--- src/rtl/bcd_pkg.sv ---
// Shared BCD digit type, limits and per-digit helpers used by the decade
// registers and the counter top level.
package bcd_pkg;

    typedef logic [3:0] bcd_digit_t;

    localparam bcd_digit_t BCD_MAX = 4'd9;
    localparam bcd_digit_t BCD_MIN = 4'd0;

    function automatic bcd_digit_t bcd_clamp(input bcd_digit_t d);
        return (d > BCD_MAX) ? BCD_MAX : d;
    endfunction

    function automatic logic bcd_invalid(input bcd_digit_t d);
        return d > BCD_MAX;
    endfunction

    // Decrement with decade wrap; the borrow itself is generated by the caller.
    function automatic bcd_digit_t bcd_dec(input bcd_digit_t d);
        return (d == BCD_MIN) ? BCD_MAX : d - 4'd1;
    endfunction

endpackage

--- src/rtl/bcd_digit_down.sv ---
// One decade of a BCD down counter: loadable digit register with a
// combinational borrow to the next decade.
module bcd_digit_down
    import bcd_pkg::*;
(
    input  logic       clk,
    input  logic       rst,
    input  logic       load,
    input  bcd_digit_t load_val,
    input  logic       borrow_in,
    output bcd_digit_t digit,
    output logic       borrow_out
);

    bcd_digit_t digit_q;
    bcd_digit_t digit_d;

    always_comb begin
        digit_d = digit_q;
        if (load) begin
            digit_d = bcd_clamp(load_val);
        end else if (borrow_in) begin
            digit_d = bcd_dec(digit_q);
        end
    end

    always_ff @(posedge clk) begin
        if (rst) begin
            digit_q <= BCD_MIN;
        end else begin
            digit_q <= digit_d;
        end
    end

    assign digit      = digit_q;
    assign borrow_out = borrow_in && (digit_q == BCD_MIN);

endmodule

--- src/rtl/bcd_down_counter.sv ---
// Three-decade synchronous BCD down counter with parallel load, optional
// wrap at 000, zero flag, terminal-count pulse and load-error pulse.
module bcd_down_counter
    import bcd_pkg::*;
#(
    parameter bit WRAP = 1'b1
) (
    input  logic       clk,
    input  logic       rst,
    input  logic       load,
    input  logic [3:0] load_units,
    input  logic [3:0] load_tens,
    input  logic [3:0] load_hundreds,
    input  logic       en,
    output logic [3:0] units,
    output logic [3:0] tens,
    output logic [3:0] hundreds,
    output logic       zero,
    output logic       tc,
    output logic       load_err
);

    bcd_digit_t units_cur;
    bcd_digit_t tens_cur;
    bcd_digit_t hundreds_cur;
    logic       units_borrow;
    logic       tens_borrow;
    logic       hundreds_borrow_unused;

    logic at_zero;
    logic at_one;
    logic hold;
    logic count_en;

    logic tc_q;
    logic tc_d;
    logic load_err_q;
    logic load_err_d;

    always_comb begin
        at_zero = (units_cur == BCD_MIN) && (tens_cur == BCD_MIN) && (hundreds_cur == BCD_MIN);
        at_one  = (units_cur == 4'd1) && (tens_cur == BCD_MIN) && (hundreds_cur == BCD_MIN);
    end

    // Without wrap, the whole borrow chain is starved at 000 so no decade moves.
    always_comb begin
        hold     = (WRAP == 1'b0) && at_zero;
        count_en = en && !load && !hold;
    end

    bcd_digit_down u_units (
        .clk        (clk),
        .rst        (rst),
        .load       (load),
        .load_val   (load_units),
        .borrow_in  (count_en),
        .digit      (units_cur),
        .borrow_out (units_borrow)
    );

    bcd_digit_down u_tens (
        .clk        (clk),
        .rst        (rst),
        .load       (load),
        .load_val   (load_tens),
        .borrow_in  (units_borrow),
        .digit      (tens_cur),
        .borrow_out (tens_borrow)
    );

    bcd_digit_down u_hundreds (
        .clk        (clk),
        .rst        (rst),
        .load       (load),
        .load_val   (load_hundreds),
        .borrow_in  (tens_borrow),
        .digit      (hundreds_cur),
        .borrow_out (hundreds_borrow_unused)
    );

    always_comb begin
        tc_d       = count_en && at_one;
        load_err_d = load && (bcd_invalid(load_units) || bcd_invalid(load_tens)
                              || bcd_invalid(load_hundreds));
    end

    always_ff @(posedge clk) begin
        if (rst) begin
            tc_q       <= 1'b0;
            load_err_q <= 1'b0;
        end else begin
            tc_q       <= tc_d;
            load_err_q <= load_err_d;
        end
    end

    assign units    = units_cur;
    assign tens     = tens_cur;
    assign hundreds = hundreds_cur;
    assign zero     = at_zero;
    assign tc       = tc_q;
    assign load_err = load_err_q;

endmodule

--- config.mk ---
export PLATFORM = sky130hd
export DESIGN_NAME = bcd_down_counter
export DESIGN_NICKNAME = d
export VERILOG_FILES = /design/src/rtl/bcd_pkg.sv /design/src/rtl/bcd_digit_down.sv /design/src/rtl/bcd_down_counter.sv
export SDC_FILE = /design/constraint.sdc
export NUM_CORES = 1
export LEC_CHECK = 0
export CELL_PAD_IN_SITES_DETAIL_PLACEMENT = 0
export CELL_PAD_IN_SITES_GLOBAL_PLACEMENT = 2
export CORE_MARGIN = 3
export CORE_UTILIZATION = 24
export DETAILED_ROUTE_END_ITERATION = 12
export PLACE_DENSITY_LB_ADDON = 0.1
export SYNTH_ARGS = -nofsm -noshare
export SYNTH_HDL_FRONTEND = slang
export SYNTH_SLANG_ARGS = --single-unit
--- constraint.sdc ---
create_clock -name clk -period 3.05 [get_ports clk]
set_input_delay 0.7625 -clock clk [delete_from_list [all_inputs] [get_ports clk]]
set_output_delay 0.7625 -clock clk [all_outputs]
set_load 0.1 [all_outputs]
==> results.txt <==
- CTS tree: yes
* Final Max Slew Viols: 0
- Cell class contributing the biggest share of worst-path delay: simple AND/OR/NAND/NOR gates
* Port bufs: 30
- Average cell area after synthesis: around 8.1 µm²
- Post-CTS sizing: 0
- The share of the Yosys chip area taken by registers is 0.373.
- Cell area after technology mapping: 752 µm²
- Top cells by count, synth: 14 x sky130_fd_sc_hd__dfxtp_1, 8 x sky130_fd_sc_hd__nor2_1, 8 x sky130_fd_sc_hd__o21ai_0
- Clock tree synthesis selected as its root buffer the cell sky130_fd_sc_hd__clkbuf_4.
- The portion of synthesized area spent on multiplexers is 0.0133.
- Accumulated negative setup slack: 0 ns
* Total half-perimeter wirelength after legalization and detailed placement: 1.81 mm
* Critical path endpoint category: output pin
- Post-route clock skew: roughly 0.0032 ns
- Of the cells placed in the final design, the portion with a size suffix greater than 1 is 0.206.
- R2R setup slack: 1.25 ns
* Skew-Pair Late Insertion Delay: 0.29 ns
- Across the VDD grid, the largest voltage drop is 0.000248 V.
- Final Cycle Share: 0.824
- Via-per-instance ratio: 4.91
* Main combinational cell family by area after synthesis: simple AND/OR/NAND/NOR gates
- The clock net in this run drives a total of 14 sinks.
* All-Layer GR Usage: 0.139
* Proportion of synthesized flip-flops having asynchronous set or reset: 0
- Timing would allow up to 0.398 GHz.
* Post-cts hold buffer count: 0
- Final setup violating endpoints: 0
- Largest net degree at the start of global routing: 14
- In this run the number of H-tree levels came out at 1.
- Post-layout min period: between 2 and 3 ns
- At the pin with the least slew margin, the transition time is 0.432 ns.
- In this run the remaining antenna-violating nets after routing total 0.
* Hold Crit Class: reg2reg
- Routed vias: 825
- Yosys printed 0 warnings.
- Diodes inserted: 0
* Placer's final routability congestion estimate: 0.744
* Top cell type by total area after synthesis: sky130_fd_sc_hd__dfxtp_1
* Sw power: roughly 240 µW
* Clock Power Share: 0.246
- Max Fanout on Critical Path: 9
* Net count of the mapped netlist: 109
* Crit path arrival time: 1.75 ns
* Reg-to-reg critical path startpoint: u_units.digit[2]
- Antenna violations before repair: 0
- The worst hold path terminates at u_hundreds.digit[2].
- Fin. Hold Viols: 0
- The worst setup path is launched from a register.
- The core region is 0.00288 mm².
- Outcome: complete, no violations
- Clock edge transition at the registers on the reported setup and hold paths: 0.09 ns
- For this configuration, the core starts out at a cell density of 0.261.
* Data required time at the worst endpoint: 2.29 ns
- Area grow syn2layout: 48.1%
- Measured against its own limit, the worst slew margin works out to 0.711.
- Share of total power consumed by net switching: 0.413
* Hold path start: u_hundreds.digit[2]
- LEAKAGE: 0.000427 µW
* Sequential group share of total power: 0.377
- By area the synthesized netlist is led by sky130_fd_sc_hd__dfxtp_1 37%, sky130_fd_sc_hd__o21ai_0 5.3%, sky130_fd_sc_hd__xnor2_1 4.7%.
* DRC violations left: 0
- Counting flops with a built-in enable in the synthesized netlist gives 0.
- Unique masters post-synth: 29
- Nets: 143
* Area post-placement: 0.00108 mm²
- In this run the post-CTS setup repair buffer count came out at 0.
- After detailed routing, the average wire length per cell comes to 14.1 µm.
* Global route total overflow: 0
- Critical Setup Path Class: reg2out
- Endpoint of the worst register-to-register path: u_hundreds.digit[2]
- After detailed routing, the total wire length is 2.36 mm.
- Cell row count: 19
- Fraction of the mapped netlist area in adder cells: 0
* Top-count cell post-synth: sky130_fd_sc_hd__dfxtp_1
- Vias in the first global route: 798
- Cell count along the critical path: 4
- Commonest register cell after synthesis: sky130_fd_sc_hd__dfxtp_1
- Int Power: 335 µW
- Fraction of the mapped netlist area in compound gates: 0.230
- Unrepaired setup endpoints after global routing: false
- Cells along the critical path: nor4_2 -> nand3_1 -> nor2_2 -> buf_4
* Die Outline Area: 0.00384 mm²
* Combinational share of power: 0.377
- Worst Hold Depth: 2
* Post-synthesis share of cell area spent on xor and xnor gates: 0.0466
* First-pass GRT wire length: 3.83 mm
* Basic-gate share of the synthesized area counting and, or, nand and nor cells: 0.293
- Share of the synthesized area in the top cell type: 0.373
- Worst Reg2Reg Path Length in Cells: 4
- Worst stage delay on the critical path: roughly 0.46 ns
* DRC violation total after the first TritonRoute iteration: 34
- The first TritonRoute pass finished after 4 iterations.
- Die boundary width: 62.0 µm
- After synthesis the netlist holds a flip-flop and latch count of 14.
* I/O pin total: 31
- Bufs and invs on worst path: 1
- In the synthesized netlist, the number of instances is 93.
* Power per Cell Area: about 510 mW/mm²
* Post-route cell area: 0.00111 mm²
- Max-capacitance violation count: 0
* Deepest clock path buffer count: 2
- The number of clock buffers added by TritonCTS is 3.
- Measured along the y axis, the die boundary spans around 62 µm.
- The slowest stage of the critical path belongs to the cell sky130_fd_sc_hd__nor4_2.
[cells in the final DEF (no fill, tap or decap), drive strengths merged, types with 2 or more instances in the layout]
cell           synthesis  layout
inv                    5       5
nand2b                 2       2
nand2                  5       5
nand3                  3       3
a31oi                  2       2
a221oi                 3       3
a311oi                 2       2
nor2                   8       8
o21ai                  8       8
nor3                   5       5
a21o                   2       2
clkdlybuf4s50          0      15
buf                    0      18
nor4                   4       4
a21oi                  6       6
or4                    3       3
dfxtp                 14      14
nor3b                  4       4
xnor2                  4       4
clkbuf                 4       4
[power groups by stage]
stage,registers [µW],logic [µW],clock network (µW)
after floorplan,306,65.8,0
after global placement,219,217,0
after detailed placement,220,217,0
after CTS,215,217,145
after global routing,218,229,154
final,215,215,140
[registers in the layout, summed over array words and instances (netlist names)]
register / cells
u_tens.digit: 4
u_hundreds.digit: 4
tc: 1
load_err: 1
u_units.digit: 4
[cell families after synthesis]
group           after synthesis
compound gates               27
xor+xnor                      4
simple gates                 38
flops                        14
mux                           1
buf+inv                       9
[metal layers]
| metal | vias to the layer above | share of wire | global-route usage | wire length (µm) |
|---|---|---|---|---|
| met5 | - | 0 | 0 | 0 |
| met2 | 24 | 0.45 | 0.206 | 1060 |
| met3 | 2 | 0.057 | 0.0455 | 135 |
| met1 | 386 | 0.49 | 0.193 | 1150 |
| met4 | 0 | 0.0072 | 0.0364 | 17 |
| li1 | 413 | - | - | - |
[per-stage QoR]
stage / util / power [µW] / hold slack [ns] / cells / worst slack, ns
after global routing: 0.387 / 602 / 0.568 / 168 / 0.369
final: 0.387 / 570 / 0.552 / 168 / 0.537
after floorplan: - / 372 / 0.881 / 93 / 0.126
after global placement: 0.375 / 437 / 0.534 / 164 / 0.486
after detailed placement: 0.375 / 436 / 0.528 / 164 / 0.449
after CTS: 0.387 / 578 / 0.549 / 168 / 0.499
[cell type report]
type                    count  area (µm²)
multi-input cells          70         440
flip-flops and latches     14         280
fillers                   315        1760
well taps                  42        52.6
clock buffers               4        36.3
inverters                   5        18.8
repair buffers             33         285
[how the worst max path moves through the flow]
stage | startpoint | to | slack [ns]
floorplan | u_units.digit[2] | zero | 0.13
global placement | en | u_hundreds.digit[2] | 0.49
detailed placement | en | u_tens.digit[2] | 0.45
CTS | u_units.digit[2] | zero | 0.50
global route | u_units.digit[2] | zero | 0.37
finish | u_units.digit[2] | zero | 0.54
[worst min-delay path, delay by kind of cell, from the launching register on]
kind | cells | cell delay (ns)
flops | 1 | 0.37
compound gates | 1 | 0.07
simple gates | 1 | 0.07
Note: power is estimated with default switching activity, not from simulation.
